--- src/rtl/ascon_pack.sv ---
// Shared types, FSM encoding and helpers for the ASCON permutation engine.
package ascon_pack;

  typedef logic [4:0][63:0] type_state;

  typedef enum logic [1:0] {IDLE, RUN, DONE} fsm_t;

  localparam logic [3:0] ROUNDS_6   = 4'd6;
  localparam logic [3:0] ROUNDS_8   = 4'd8;
  localparam logic [3:0] ROUNDS_12  = 4'd12;
  localparam logic [3:0] ROUNDS_MAX = 4'd12;

  function automatic logic [7:0] round_const(input logic [3:0] idx);
    return {4'hF - idx, idx};
  endfunction

  // A run must be a legal length and split evenly into unrolled clock cycles.
  function automatic logic rounds_ok(input logic [3:0] nb, input int unroll);
    logic legal;
    legal = (nb == ROUNDS_6) || (nb == ROUNDS_8) || (nb == ROUNDS_12);
    return legal && ((int'(nb) % unroll) == 0);
  endfunction

endpackage

--- src/rtl/ascon_round.sv ---
// One combinational ASCON round: constant addition, bitsliced S-box, linear diffusion.
module ascon_round
  import ascon_pack::*;
(
  input  type_state  state,
  input  logic [3:0] round,
  output type_state  next
);

  function automatic logic [63:0] ror(input logic [63:0] x, input int n);
    return (x >> n) | (x << (64 - n));
  endfunction

  function automatic type_state round_f(input type_state s, input logic [3:0] idx);
    type_state   r;
    logic [63:0] x0, x1, x2, x3, x4, t0, t1, t2, t3, t4;
    x0 = s[0];
    x1 = s[1];
    x2 = s[2] ^ {56'd0, round_const(idx)};
    x3 = s[3];
    x4 = s[4];
    // S-box applied to all 64 five-bit columns at once
    x0 = x0 ^ x4;
    x4 = x4 ^ x3;
    x2 = x2 ^ x1;
    t0 = ~x0 & x1;
    t1 = ~x1 & x2;
    t2 = ~x2 & x3;
    t3 = ~x3 & x4;
    t4 = ~x4 & x0;
    x0 = x0 ^ t1;
    x1 = x1 ^ t2;
    x2 = x2 ^ t3;
    x3 = x3 ^ t4;
    x4 = x4 ^ t0;
    x1 = x1 ^ x0;
    x0 = x0 ^ x4;
    x3 = x3 ^ x2;
    x2 = ~x2;
    r[0] = x0 ^ ror(x0, 19) ^ ror(x0, 28);
    r[1] = x1 ^ ror(x1, 61) ^ ror(x1, 39);
    r[2] = x2 ^ ror(x2, 1)  ^ ror(x2, 6);
    r[3] = x3 ^ ror(x3, 10) ^ ror(x3, 17);
    r[4] = x4 ^ ror(x4, 7)  ^ ror(x4, 41);
    return r;
  endfunction

  assign next = round_f(state, round);

endmodule

--- src/rtl/ascon_perm_engine.sv ---
// Iterative ASCON permutation with begin/end absorb and key stages, UNROLL rounds per clock.
module ascon_perm_engine
  import ascon_pack::*;
#(
  parameter int UNROLL    = 1,
  parameter int RATE_BITS = 64
) (
  input  logic                 clk_i,
  input  logic                 rst_i,
  input  logic                 start_i,
  input  logic [3:0]           nb_rounds_i,
  input  logic                 load_i,
  input  type_state            state_i,
  input  logic [RATE_BITS-1:0] data_i,
  input  logic                 en_xor_data_i,
  input  logic                 en_replace_data_i,
  input  logic                 en_xor_key_begin_i,
  input  logic                 en_xor_key_end_i,
  input  logic                 en_xor_lsb_end_i,
  input  logic [127:0]         key_i,
  output logic                 busy_o,
  output logic                 done_o,
  output logic                 error_o,
  output type_state            state_o,
  output logic [RATE_BITS-1:0] cipher_o,
  output logic [127:0]         tag_o
);

  localparam int RATE_WORDS = RATE_BITS / 64;

  fsm_t                 fsm;
  logic [3:0]           round_idx;
  logic [127:0]         key_q;
  logic                 key_end_q;
  logic                 lsb_end_q;
  logic                 start_ok;
  logic                 last_run;
  type_state            begin_state;
  type_state            final_state;
  logic [RATE_BITS-1:0] cipher_d;
  type_state            chain [UNROLL+1];

  assign start_ok = start_i && rounds_ok(nb_rounds_i, UNROLL);
  assign last_run = ({1'b0, round_idx} + 5'(UNROLL)) >= 5'd12;

  // Replace mode still reports old-rate XOR data, so decryption yields plaintext on cipher_o.
  always_comb begin
    begin_state = load_i ? state_i : state_o;
    cipher_d    = '0;
    for (int w = 0; w < RATE_WORDS; w++) begin
      cipher_d[RATE_BITS-1-64*w -: 64] = begin_state[w] ^
        ((en_xor_data_i || en_replace_data_i) ? data_i[RATE_BITS-1-64*w -: 64] : 64'h0);
      begin_state[w] = en_replace_data_i ? data_i[RATE_BITS-1-64*w -: 64]
                                         : cipher_d[RATE_BITS-1-64*w -: 64];
    end
    if (en_xor_key_begin_i) begin
      begin_state[RATE_WORDS]   = begin_state[RATE_WORDS]   ^ key_i[127:64];
      begin_state[RATE_WORDS+1] = begin_state[RATE_WORDS+1] ^ key_i[63:0];
    end
  end

  assign chain[0] = state_o;

  for (genvar k = 0; k < UNROLL; k++) begin : g_round
    ascon_round u_round (
      .state (chain[k]),
      .round (round_idx + 4'(k)),
      .next  (chain[k+1])
    );
  end

  always_comb begin
    final_state = chain[UNROLL];
    if (last_run && key_end_q) begin
      final_state[3] = final_state[3] ^ key_q[127:64];
      final_state[4] = final_state[4] ^ key_q[63:0];
    end
    if (last_run && lsb_end_q) begin
      final_state[4][0] = ~final_state[4][0];
    end
  end

  always_ff @(posedge clk_i or posedge rst_i) begin
    if (rst_i) begin
      fsm       <= IDLE;
      state_o   <= '0;
      cipher_o  <= '0;
      tag_o     <= '0;
      round_idx <= '0;
      key_q     <= '0;
      key_end_q <= 1'b0;
      lsb_end_q <= 1'b0;
      busy_o    <= 1'b0;
      done_o    <= 1'b0;
      error_o   <= 1'b0;
    end else begin
      done_o  <= 1'b0;
      error_o <= 1'b0;
      case (fsm)
        IDLE: begin
          if (start_ok) begin
            state_o   <= begin_state;
            cipher_o  <= cipher_d;
            round_idx <= ROUNDS_MAX - nb_rounds_i;
            key_q     <= key_i;
            key_end_q <= en_xor_key_end_i;
            lsb_end_q <= en_xor_lsb_end_i;
            busy_o    <= 1'b1;
            fsm       <= RUN;
          end else if (start_i) begin
            error_o <= 1'b1;
          end
        end
        RUN: begin
          state_o <= final_state;
          if (last_run) fsm <= DONE;
          else round_idx <= round_idx + 4'(UNROLL);
        end
        DONE: begin
          tag_o  <= {state_o[3], state_o[4]};
          done_o <= 1'b1;
          busy_o <= 1'b0;
          fsm    <= IDLE;
        end
        default: fsm <= IDLE;
      endcase
    end
  end

endmodule

--- config.mk ---
export PLATFORM = sky130hd
export DESIGN_NAME = ascon_perm_engine
export DESIGN_NICKNAME = d
export VERILOG_FILES = /design/src/rtl/ascon_pack.sv /design/src/rtl/ascon_round.sv /design/src/rtl/ascon_perm_engine.sv
export SDC_FILE = /design/constraint.sdc
export NUM_CORES = 2
export LEC_CHECK = 0
export CAP_MARGIN = 20
export CORE_AREA = 2 2 401 403
export CTS_BUF_LIST = sky130_fd_sc_hd__clkbuf_2 sky130_fd_sc_hd__clkbuf_4 sky130_fd_sc_hd__clkbuf_8
export DETAILED_ROUTE_END_ITERATION = 7
export DIE_AREA = 0 0 403 405
export HOLD_SLACK_MARGIN = 0.15
export PLACE_DENSITY = 0.52
export SLEW_MARGIN = 10
export SYNTH_ARGS = -nofsm -noshare
export SYNTH_HDL_FRONTEND = slang
export SYNTH_SLANG_ARGS = --single-unit
--- constraint.sdc ---
create_clock -name clk_i -period 48.6 [get_ports clk_i]
set_clock_uncertainty 0.2 [all_clocks]
set_input_delay 9.72 -clock clk_i [delete_from_list [all_inputs] [get_ports clk_i]]
set_output_delay 9.72 -clock clk_i [all_outputs]
set_load 0.02 [all_outputs]
==> metrics.yaml <==
outcome:
  outcome: "complete, no violations"
grt:
  track_usage_pct: 33.8
  grt_first_pass_wirelength_um: 380000
  antenna_found_initial: 78
  grt_max_degree: 176
  grt_pass1_vias: 45000
  gr-total-overflow: 0
cts:
  hold_buffers: 0
  htreeDepth: 4
  postCtsSetupBuffers: 0
  cts_tree: "built"
  ctsResizeCount: 0
  cts.sinks: 651
  clk_pin_slew_ps: 50
  cts_buffers: 140
  clk_latency_ps: 940
  clock-root-buffer: "clkbuf_8"
  cts_buffer_depth: 3
cells_and_area:
  register_area_um2: 16300
  nFillCells: 15900
  nets: 7344
  multiInputGateArea_um2: 32700
  area_growth_pct: 30.5
  fin_area_um2: 66500
  drive_gt1_share_pct: 8.96
floorplanning:
  die-area_um2: 163000
  fp.dieH_um: 405
  dieWidth_um: 403
  core_um2: 159000
  ios: 1040
  floorplan.initialDensity_pct: 32.0
  rows: 147
worst_setup_path:
  cp_max_fo: 65
  worstSetupEndpointType: "flop"
  required_ps: 49140
  criticalPathCategory: "in2reg"
  cp-start-kind: "input pin"
  reg2reg_slack_ps: 44450
  arrival_ps: 13500
  r2r_start: "fsm[0]"
  reg2reg_to: "state_o[311]"
  ff2ff_path_depth: 8
sta:
  slew_headroom_pct: 12.1
  setup_tns_ps: 0
  finalSetupViolCount: 0
  drv_slew: 0
  min_period_ps: 12960
  tightestPinTransition_ps: 1310
  hold_ws_ps: 272
  fmax_mhz: 77.2
  fin_ws_ps: 35640
  fin_crit_sh_pct: 26.7
  rsz0062_at_grt: "false"
  finalHoldViolations: 0
logic_synthesis:
  yosys-top-cells-count: "nand2_1 (1116), xnor2_1 (824), dfrtp_1 (651), xor2_1 (340), o21ai_0 (291)"
  synth_seq_cells: 651
  syn_area_per_cell_um2: 8.94
  synth_nets: 6358
  synth_area_leaders: "dfrtp_1 (32%), xnor2_1 (14%), nand2_1 (8.2%)"
  dominantRegCellSynth: "dfrtp_1"
  yosysTopAreaCell: "dfrtp_1"
  syn-cell-area_um2: 51000
  yosysTopAreaCellShare_pct: 32.0
  synth_edf_count: 0
  yosysWarnings: 0
  synth-seq-area-share_pct: 32.0
  syn_inst: 5701
  synth.distinct_cells: 45
  synth.most_common_cell: "nand2_1"
  async_flop_share_pct: 100
worst_hold_path:
  min_from: "key_q[45]"
  min_to: "key_q[45]"
  hold_class: "reg2reg"
  min_path_cells: 2
placement:
  gp_congestion: 0.980
  dp_hpwl_um: 231000
  placed_area_um2: 63500
  place_ws_ps: 34720
  io_buffers: 1039
route:
  wl_um: 284000
  vias: 47400
  vias_per_cell: 5.32
  drt-initial-drc-count: 4507
  routedWlPerCell_um: 32.0
  drc: 0
  first_pass_iters: 6
  postRouteAntennaNets: 0
flow_run:
  cap_violations: 0
[routing by layer]
metal	wire, um	vias up	track usage [%]
li1	-	21100	-
met1	113000	23500	41.4
met2	131000	2140	54.4
met3	25200	566	10.0
met4	14900	68	16.2
met5	434	-	0
[cell usage in the layout, fill, tap and decap left out, types with 172 or more instances in the layout]
cell type        Yosys  routed
xnor2_1            824     824
clkdlybuf4s50_1      0    1035
nand2_1           1116    1116
mux2_2             200     200
nor2_1             263     263
o21ai_0            291     291
clkbuf_8             0     172
dfrtp_1            651     651
xor2_1             340     340
o21ai_1            195     195
a21oi_1            277     277
[flip-flops by register name, indices dropped and copies added (netlist names)]
name,cells
error_o,1
state_o,320
key_end_q,1
done_o,1
fsm,2
round_idx,4
key_q,128
busy_o,1
cipher_o,64
lsb_end_q,1
tag_o,128
[cells by family (layout without fill, tap and decap cells)]
| kind of cell | after synthesis | in the layout | synth area share, % |
|---|---|---|---|
| adders and majority gates | 169 | 169 | 4.01 |
| DFF | 651 | 651 | 32.0 |
| muxes | 434 | 434 | 9.31 |
| AOI/OAI and AO/OA | 1005 | 1005 | 11.2 |
| xor gates and xnor gates | 1313 | 1313 | 26.3 |
| buffers and inverters | 481 | 1566 | 4.06 |
| and+or+nand+nor | 1648 | 1648 | 13.1 |
| other | 0 | 30 | 0 |
[how the worst max path moves through the flow]
stage                   startpoint      endpoint  slack, ps  cells past startpoint
finish              nb_rounds_i[0]  state_o[311]      35640                     11
global placement    nb_rounds_i[0]   state_o[15]      34720                     10
floorplan                    rst_i        busy_o      20440                      1
global route        nb_rounds_i[0]  state_o[146]      35510                     10
CTS                 nb_rounds_i[0]  state_o[312]      35760                     11
detailed placement  nb_rounds_i[0]   state_o[11]      34720                     10
[stage by stage]
stage	utilization, %	std cells
after floorplan	-	5701
after global placement	39.8	8623
after detailed placement	39.9	8628
after CTS	41.7	8869
after global routing	41.7	8891
final	41.8	8902
[area by class of cell]
| type | instances | share of cell area (%) |
|---|---|---|
| multi-input combinational | 4569 | 49.1 |
| sequential | 651 | 24.5 |
| timing repair buffer | 1153 | 17.0 |
| clock buffer | 211 | 4.00 |
| tap | 2086 | 3.92 |
| inverter | 172 | 0.982 |
| clock inverter | 30 | 0.384 |
| antenna | 30 | 0.113 |
[critical path, stage by stage]
cell             delay, ps
clkdlybuf4s50_1        410
inv_1                  110
ha_1                   160
nand3b_1               170
a21oi_4                180
buf_4                  660
nand2_8                530
buf_4                  610
mux2_1                 490
nor2_1                 100
a21oi_1                 50
Power is not shown: default switching activity piles up to over one toggle a cycle in this logic, so the estimate is an artifact.
